## config.mk

```make
export PLATFORM = sky130hd
export DESIGN_NAME = pipe_hazard_ctrl
export DESIGN_NICKNAME = d
export VERILOG_FILES = /design/src/rtl/pipe_hazard_ctrl.sv
export SDC_FILE = /design/constraint.sdc
export NUM_CORES = 1
export LEC_CHECK = 0
export CAP_MARGIN = 25
export CELL_PAD_IN_SITES_DETAIL_PLACEMENT = 1
export CELL_PAD_IN_SITES_GLOBAL_PLACEMENT = 1
export CORE_ASPECT_RATIO = 1.75
export CORE_MARGIN = 2
export CORE_UTILIZATION = 30
export DETAILED_ROUTE_END_ITERATION = 12
export DONT_BUFFER_PORTS = 1
export PLACE_DENSITY_LB_ADDON = 0.08
export SETUP_SLACK_MARGIN = 0.2
export SLEW_MARGIN = 20
export SYNTH_ARGS = -nofsm -noshare
export SYNTH_HDL_FRONTEND = slang
export SYNTH_SLANG_ARGS = --single-unit
```

## constraint.sdc

```tcl
create_clock -name clk -period 2.9 [get_ports clk]
set_input_delay 0.29 -clock clk [delete_from_list [all_inputs] [get_ports clk]]
set_output_delay 0.29 -clock clk [all_outputs]
set_load 0.1 [all_outputs]
```

## src/rtl/pipe_hazard_ctrl.sv

```systemverilog
// pipe_hazard_ctrl
// Hazard-detection and forwarding controller for the 5-stage MIPS pipeline.
// The block keeps a shadow copy of the EX, MEM and WB destination and control
// state. From that state and the ID-stage decode it produces these outputs:
//   - load-use, branch-operand and MDU stalls (pc_stall / ifid_stall / idex_bubble)
//   - the taken-branch flush of IF/ID (ifid_flush)
//   - the 2-bit EX operand forwarding selects (fwd_a / fwd_b)
//   - the MDU busy flag and a saturating stall-cycle counter
//
// Parameters
//   REG_AW   register address width (register 0 reads as zero)
//   MDU_LAT  cycles the MDU stays busy after a mult/div issues
//   CNT_W    width of the MDU countdown
//   PERF_W   width of the stall performance counter
//
// Ports
//   clk, rst                 clock and synchronous active-high reset
//   id_valid                 ID holds a real instruction
//   id_rs, id_rt             ID source register addresses
//   id_uses_rs, id_uses_rt   ID instruction reads rs / rt
//   id_rd                    ID destination register (after RegDst mux)
//   id_reg_wre, id_mem_rd    ID writes a register / ID is a load
//   id_is_branch             ID compares registers (branch, jr, jalr)
//   id_redirect              ID resolved a taken branch or jump
//   id_is_mdu, id_reads_hilo ID is mult/div / ID is mfhi/mflo
//   pc_stall, ifid_stall     hold PC / hold IF/ID
//   ifid_flush               zero IF/ID at the next edge
//   idex_bubble              load a NOP into ID/EX at the next edge
//   fwd_a, fwd_b             00 regfile, 01 EX/MEM result, 10 MEM/WB result
//   mdu_busy                 MDU countdown is non-zero
//   stall_count              saturating count of stalled cycles
//
// While rst is high, every output is forced to zero.

module pipe_hazard_ctrl #(
    parameter int REG_AW  = 5,
    parameter int MDU_LAT = 4,
    parameter int CNT_W   = 3,
    parameter int PERF_W  = 16
) (
    input  logic              clk,
    input  logic              rst,
    input  logic              id_valid,
    input  logic [REG_AW-1:0] id_rs,
    input  logic [REG_AW-1:0] id_rt,
    input  logic              id_uses_rs,
    input  logic              id_uses_rt,
    input  logic [REG_AW-1:0] id_rd,
    input  logic              id_reg_wre,
    input  logic              id_mem_rd,
    input  logic              id_is_branch,
    input  logic              id_redirect,
    input  logic              id_is_mdu,
    input  logic              id_reads_hilo,
    output logic              pc_stall,
    output logic              ifid_stall,
    output logic              ifid_flush,
    output logic              idex_bubble,
    output logic [1:0]        fwd_a,
    output logic [1:0]        fwd_b,
    output logic              mdu_busy,
    output logic [PERF_W-1:0] stall_count
);

    localparam logic [CNT_W-1:0] MDU_LOAD = CNT_W'(MDU_LAT);

    // Shadow pipeline state
    logic              ex_valid;
    logic [REG_AW-1:0] ex_rs;
    logic [REG_AW-1:0] ex_rt;
    logic [REG_AW-1:0] ex_dst;
    logic              ex_reg_wre;
    logic              ex_load;

    logic              mem_valid;
    logic [REG_AW-1:0] mem_dst;
    logic              mem_reg_wre;
    logic              mem_load;

    logic              wb_valid;
    logic [REG_AW-1:0] wb_dst;
    logic              wb_reg_wre;

    logic [CNT_W-1:0]  mdu_count;
    logic [PERF_W-1:0] perf_count;

    logic              stall;
    logic              mdu_issue;

    // A stage "produces" a source register only when it really writes a
    // non-zero register with that address.
    function automatic logic dst_match(
        input logic              valid,
        input logic              wre,
        input logic [REG_AW-1:0] dst,
        input logic [REG_AW-1:0] src
    );
        return valid & wre & (dst != '0) & (dst == src);
    endfunction

    logic ex_hit_rs, ex_hit_rt, mem_hit_rs, mem_hit_rt;
    logic load_use, branch_haz, mdu_haz, busy_int;

    assign ex_hit_rs  = id_uses_rs & dst_match(ex_valid, ex_reg_wre, ex_dst, id_rs);
    assign ex_hit_rt  = id_uses_rt & dst_match(ex_valid, ex_reg_wre, ex_dst, id_rt);
    assign mem_hit_rs = id_uses_rs & dst_match(mem_valid, mem_reg_wre, mem_dst, id_rs);
    assign mem_hit_rt = id_uses_rt & dst_match(mem_valid, mem_reg_wre, mem_dst, id_rt);

    assign busy_int   = (mdu_count != '0);

    assign load_use   = (ex_hit_rs | ex_hit_rt) & ex_load;
    // Branches compare in ID, so they must wait for any EX result.
    // A load that is still in MEM also blocks the branch.
    assign branch_haz = id_is_branch &
                        ((ex_hit_rs | ex_hit_rt) | ((mem_hit_rs | mem_hit_rt) & mem_load));
    assign mdu_haz    = (id_is_mdu | id_reads_hilo) & busy_int;

    assign stall      = ~rst & id_valid & (load_use | branch_haz | mdu_haz);
    assign mdu_issue  = id_valid & id_is_mdu & ~stall;

    assign pc_stall    = stall;
    assign ifid_stall  = stall;
    assign idex_bubble = stall;
    // A stall takes priority over a redirect. The branch is decided again
    // once its operands are ready.
    assign ifid_flush  = ~rst & id_valid & id_redirect & ~stall;
    assign mdu_busy    = ~rst & busy_int;
    assign stall_count = rst ? '0 : perf_count;

    // EX operand selects. When both later stages write the same register,
    // the younger result in EX/MEM wins.
    always_comb begin
        fwd_a = 2'b00;
        fwd_b = 2'b00;
        if (!rst && ex_valid) begin
            if (dst_match(mem_valid, mem_reg_wre, mem_dst, ex_rs))
                fwd_a = 2'b01;
            else if (dst_match(wb_valid, wb_reg_wre, wb_dst, ex_rs))
                fwd_a = 2'b10;

            if (dst_match(mem_valid, mem_reg_wre, mem_dst, ex_rt))
                fwd_b = 2'b01;
            else if (dst_match(wb_valid, wb_reg_wre, wb_dst, ex_rt))
                fwd_b = 2'b10;
        end
    end

    // The shadow pipeline advances EX->MEM->WB every edge. EX takes the ID
    // instruction, or a fully zeroed bubble when ID is stalled or empty.
    always_ff @(posedge clk) begin
        if (rst) begin
            ex_valid    <= 1'b0;
            ex_rs       <= '0;
            ex_rt       <= '0;
            ex_dst      <= '0;
            ex_reg_wre  <= 1'b0;
            ex_load     <= 1'b0;
            mem_valid   <= 1'b0;
            mem_dst     <= '0;
            mem_reg_wre <= 1'b0;
            mem_load    <= 1'b0;
            wb_valid    <= 1'b0;
            wb_dst      <= '0;
            wb_reg_wre  <= 1'b0;
        end else begin
            wb_valid    <= mem_valid;
            wb_dst      <= mem_dst;
            wb_reg_wre  <= mem_reg_wre;

            mem_valid   <= ex_valid;
            mem_dst     <= ex_dst;
            mem_reg_wre <= ex_reg_wre;
            mem_load    <= ex_load;

            if (id_valid && !stall) begin
                ex_valid   <= 1'b1;
                ex_rs      <= id_rs;
                ex_rt      <= id_rt;
                ex_dst     <= id_rd;
                ex_reg_wre <= id_reg_wre;
                ex_load    <= id_mem_rd;
            end else begin
                ex_valid   <= 1'b0;
                ex_rs      <= '0;
                ex_rt      <= '0;
                ex_dst     <= '0;
                ex_reg_wre <= 1'b0;
                ex_load    <= 1'b0;
            end
        end
    end

    // MDU interlock countdown. An issue can never happen while the counter
    // is busy, because that issue is itself stalled.
    always_ff @(posedge clk) begin
        if (rst)
            mdu_count <= '0;
        else if (mdu_issue)
            mdu_count <= MDU_LOAD;
        else if (busy_int)
            mdu_count <= mdu_count - 1'b1;
    end

    // Saturating count of stalled cycles
    always_ff @(posedge clk) begin
        if (rst)
            perf_count <= '0;
        else if (stall && (perf_count != '1))
            perf_count <= perf_count + 1'b1;
    end

endmodule

```

## Word level (Yosys, flattened, before mapping)

Cells that the tools add are included.
W data, S select, Z words.

| word-level totals | value |
|---|---|
| bits in registers | 52 |
| bits in latches | 0 |
| bits in writable memories | 0 |
| bits in read-only memories | 0 |
| input bits | 26 |
| output and inout bits | 25 |
| word-level logic and storage cells | 87 |
| memories | 0 |

| operators by class | value |
|---|---|
| $add $sub $neg | 2 |
| $mul | 0 |
| divide/modulo/power cells | 0 |
| $lt $le $gt $ge | 0 |
| equal/unequal tests | 9 |
| shifts and indexed selects | 0 |
| mux-type cells | 10 |
| bitwise gates (word level) | 38 |
| reduce and logical (&&, ||, !) cells | 12 |

Operators by type and width:

| operator | number |
|---|---|
| $eq A5 B5 Y1 | 8 |
| $and A1 B1 Y1 | 29 |
| $add A16 B1 Y16 const B | 1 |
| $mux W16 | 1 |
| $ne A16 B16 Y1 const B | 1 |
| $reduce_bool A5 Y1 | 3 |
| $mux W2 | 6 |
| $mux W3 | 2 |
| $or A1 B1 Y1 | 6 |
| $reduce_or A2 Y1 | 2 |
| $logic_and A1 B1 Y1 | 3 |
| $not A1 Y1 | 3 |
| $reduce_bool A3 Y1 | 1 |
| $sub A3 B1 Y3 const B | 1 |
| $logic_not A1 Y1 | 2 |
| $reduce_bool A2 Y1 | 1 |
| $mux W1 | 1 |

## Logic depth before layout (Yosys ltp)

| depth | value |
|---|---|
| word-level depth | 15 |
| depth in mapped cells | 9 |
| gate-level depth less buffers | 8 |

## Worst setup path after synthesis

No wires, ideal clock.

| timing | value |
|---|---|
| kind | register to output |
| start point | register mem_dst[0] |
| end point | output fwd_a[1] |
| arrival | 4.207 ns |
| required time | 2.610 ns |
| setup slack | -1.597 ns |
| stages on the path, launching flop included | 7 |
| buffers on the path | 1 |
| cells stage by stage | dfxtp_1 buf_2 or3_1 o311a_1 nand4_1 nor3_1 nor4_1 |

| between the ends | value |
|---|---|
| cells in the longest elaborated chain, start to end | 5 |
| elaborated cells on any way between the ends | 6 |
| those cells by class | 1 x eq/ne; 2 x mux; 2 x bitwise; 1 x reduce/logical |

Ends and longest elaborated chain:

| item | line | text |
|---|---|---|
| from (decl) | 76 | `logic [REG_AW-1:0] mem_dst;` |
| from (signal assigned) | 171 | `mem_dst <= ex_dst;` |
| $reduce_bool A5 Y1 | 98 | `return valid & wre & (dst != '0) & (dst == src);` |
| $and A1 B1 Y1 | 98 |  |
| $and A1 B1 Y1 (*) | 98 |  |
| $mux W2 (*) | 136 | `if (dst_match(mem_valid, mem_reg_wre, mem_dst, ex_rs))` |
| $mux W2 (*) | 135 | `if (!rst && ex_valid) begin` |
| to (decl) | 59 | `output logic [1:0] fwd_a,` |

Every way passes the cells marked *; elsewhere a longest branch is shown, timed or not.

## Worst setup path after layout

| timing | value |
|---|---|
| start point | register mem_dst[2] |
| end point | output ifid_flush |

| between the ends | value |
|---|---|
| cells in the longest elaborated chain, start to end | 13 |
| elaborated cells on any way between the ends | 17 |
| those cells by class | 2 x eq/ne; 14 x bitwise; 1 x reduce/logical |

Ends and longest elaborated chain:

| item | line | text |
|---|---|---|
| $reduce_bool A5 Y1 | 98 |  |
| $and A1 B1 Y1 (2 in a row) | 98 |  |
| $and A1 B1 Y1 (on tied branches) | 106, 107 |  |
| $or A1 B1 Y1 (*) | 115 | `((ex_hit_rs \| ex_hit_rt) \| ((mem_hit_rs \| mem_hit_rt) & mem_load));` |
| $and A1 B1 Y1 (*) | 115 |  |
| $or A1 B1 Y1 (*) | 115 |  |
| $and A1 B1 Y1 (*) | 114 | `assign branch_haz = id_is_branch &` |
| $or A1 B1 Y1 (*) (2 in a row) | 118 | `assign stall = ~rst & id_valid & (load_use \| branch_haz \| mdu_haz);` |
| $and A1 B1 Y1 (*) | 118 |  |
| $not A1 Y1 (*) | 126 | `assign ifid_flush = ~rst & id_valid & id_redirect & ~stall;` |
| $and A1 B1 Y1 (*) | 126 |  |
| to (decl) | 57 | `output logic ifid_flush,` |

Marked as above.

==> impl_metrics.yaml <==
sta:
  finalCritPeriodShare_pct: 89.3
  hold_violations: 0
  slew_headroom_pct: 62.2
  rsz0062_at_grt: "no"
  worst_slew_pin_slew_ps: 567
  fmax_ghz: 0.386
  clock_skew_ps: 3.02
  whs_ps: 51.2
  finalMaxSlewViolations: 0
  setup_tns_ps: 0
  min_period_ps: 2590
  finalSetupViolCount: 0
cells_and_area:
  ff_latch_area_um2: 1050
  syn2layout_area_growth_pct: 23.0
  final_util_pct: 37.7
  multi_input_area_um2: 1500
  drive_gt1_share_pct: 26.2
  final_nets: 329
  nFillCells: 956
  n_antenna_cell: 0
setup_path:
  crit_path_start_kind: "flop"
  crit_fanout: 6
  cpMostUsedCell: "and2_2"
  rr_startpoint: "mem_dst[3]"
  endpoint: "ifid_flush"
  r2r-end: "perf_count[4]"
  worst_path_largest_cell_delay_ps: 400
  rrSetupSlack_ps: 510
  reg2reg_depth: 8
  cp.arrival_ps: 2300
  cp_slowest_cell: "dfxtp_1"
  worstSetupEndpointType: "output pin"
  setup.worst_path.start: "mem_dst[2]"
  crit_required_ps: 2610
  crit_chain: "or3_1 > o311a_1 > nand4_2 > and2_2 > and2b_2 > and2_2 > buf_12"
  path_class: "reg2out"
clock_tree:
  cts_tree: "built"
  clk_pin_slew_ps: 70
  clk_latency_ps: 300
  root_buffer: "clkbuf_16"
  cts_max_level: 2
  numCtsBuffers: 5
  cts_buffer_depth: 2
  cts_sinks: 52
pwr:
  internal_power_w: 0.00137
  power_w: 0.00200
  peakVddDrop_mv: 0.335
  cellLeakagePower_nw: 1.19
  p_sw_w: 0.000637
  switching_share_pct: 31.8
  sequentialPowerShare_pct: 41.5
  power_frac_comb_pct: 24.2
  clockPowerShare_pct: 34.3
  power.density_nw_per_um2: 644
synth:
  yosysMostFrequentCell: "dfxtp_1"
  ys_warn_count: 0
  syn_inst: 277
  ys_ff_latch: 52
  ys.flop_type: "dfxtp_1"
  synth_edf_count: 0
  muxShareOfSynthArea_pct: 3.91
  synth_adder_area_share_pct: 1.48
  synth_top_area_share_pct: 41.1
  synth_common_cells: "dfxtp_1, xnor2_1, nor2b_1"
  synth-xor-area-share_pct: 14.5
  ys_types: 44
  syn-num-nets: 306
  synth_top_area_cell: "dfxtp_1"
  async_flop_share_pct: 0
  synth_compound_area_share_pct: 8.30
  synth_top_family_by_area: "simple AND/OR/NAND/NOR gates"
  netlist_area_um2: 2530
  syn_avg_cell_area_um2: 9.14
  ys_seq_area_share_pct: 41.1
  synth_area_leaders: "dfxtp_1, xnor2_1, nor2b_1, and2_1, xor2_1"
  synthSimpleGateAreaFrac_pct: 26.3
route:
  drt_wl_total_mm: 7.16
  routedWlPerCell_um: 18.2
  drtIter0Drc: 29
  first_pass_iters: 4
  ant_nets: 0
  vias_per_cell: 5.01
  drc_errors: 0
  via_count: 1970
die:
  io_pins: 51
  dieHeight_um: 126
  dieArea_um2: 9220
  initial_core_util_pct: 30.7
  rows: 44
  coreArea_um2: 8260
  die_w_um: 73.4
run_status:
  status: "finished clean"
global_routing:
  antenna_found_initial: 0
  grt_pass1_vias: 2147
  grt_overflow_total: 0
  grt_max_degree: 50
  grt_pass1_wl_mm: 11.1
  track_usage_pct: 16.4
place:
  place_congestion: 0.788
  dpl.hpwl_mm: 5.75
  io_buffers: 0
min_path:
  min_path_type: "in2reg"
run:
  drv_cap: 0
## layer usage
layer	track usage, %	part of all wire [%]
met5	0	0
met4	5.78	1.7
met3	5.08	5.8
met2	33.9	63
met1	13.2	30
## critical path: cells and delay by family, from the launching register on
family / cells / cell delay (ps)
AOI/OAI and AO/OA: 1 / 340
buffers and inverters: 1 / 170
DFF: 1 / 400
and+or+nand+nor: 5 / 1080
## final cells by class
cell class	count	area share, %
Multi-Input combinational cell	200	48.1
Inverter	12	1.45
Clock buffer	5	4.02
Sequential cell	52	33.6
Tap cell	92	3.70
Timing Repair Buffer	29	7.79
Clock inverter	3	1.37
## registers in the layout, indices dropped and copies added (netlist names)
| name | count |
|---|---|
| ex_reg_wre | 1 |
| wb_valid | 1 |
| ex_dst | 5 |
| mem_dst | 5 |
| ex_load | 1 |
| mem_reg_wre | 1 |
| wb_reg_wre | 1 |
| mdu_count | 3 |
| mem_load | 1 |
| ex_rt | 5 |
| mem_valid | 1 |
| ex_valid | 1 |
| wb_dst | 5 |
| perf_count | 16 |
| ex_rs | 5 |
## worst min path at each step
stage,startpoint,end,slack [ps],depth (start not counted)
after floorplan,id_valid,mdu_count[0],400,1
after global placement,rst,perf_count[7],360,1
after detailed placement,rst,perf_count[7],370,1
after CTS,rst,mem_dst[1],40,1
after global routing,rst,mem_dst[4],40,1
final,rst,perf_count[9],50,1
## cell usage in the layout (no fill, tap or decap), types with 3 or more instances in the layout
| master | n |
|---|---|
| a21oi_1 | 10 |
| and2_1 | 18 |
| buf_4 | 27 |
| clkbuf_16 | 5 |
| dfxtp_1 | 47 |
| dfxtp_2 | 5 |
| ha_1 | 3 |
| inv_1 | 12 |
| mux2_1 | 3 |
| mux2_2 | 4 |
| nand2_1 | 7 |
| nand3_1 | 6 |
| nand4_1 | 11 |
| nor2_1 | 13 |
| nor2_2 | 7 |
| nor2b_1 | 15 |
| nor2b_2 | 10 |
| nor3_1 | 5 |
| nor4_4 | 3 |
| o21ai_0 | 4 |
| or3_1 | 4 |
| xnor2_1 | 30 |
| xor2_1 | 12 |
## cell families (layout without fill, tap and decap cells)
| kind of cell | Yosys count | in the layout |
|---|---|---|
| flops | 52 | 52 |
| fa+ha+maj | 3 | 3 |
| buf+inv | 25 | 49 |
| xor+xnor | 42 | 42 |
| compound gates | 30 | 30 |
| mux | 9 | 9 |
| simple gates | 116 | 116 |
## per-stage QoR
step           cell area [um^2]  setup slack [ps]  cells
3_3_place_gp               2930               501    384
6_report                   3110               311    393
2_1_floorplan              2590               112    277
3_5_place_dp               2930               468    384
5_1_grt                    3110               201    393
4_1_cts                    3100               228    392
## power by group through the flow
| stage | Clock, W | Combinational (W) | Sequential [W] |
|---|---|---|---|
| 2_1_floorplan | 0 | 0.000395 | 0.000823 |
| 3_3_place_gp | 0 | 0.000490 | 0.000851 |
| 3_5_place_dp | 0 | 0.000490 | 0.000851 |
| 4_1_cts | 0.000708 | 0.000492 | 0.000835 |
| 5_1_grt | 0.000730 | 0.000529 | 0.000841 |
| 6_report | 0.000688 | 0.000485 | 0.000831 |
## repair_timing
| item | CTS | global route |
|---|---|---|
| resized for setup | 4 | 2 |
| endpoints found under the hold margin | 0 | 0 |
| setup endpoints to repair | 1 | 1 |
| pin swaps | 0 | 1 |
| hold buffers | 0 | 0 |
| buffers inserted | 0 | 1 |
Note: power is estimated with default switching activity, not from simulation.
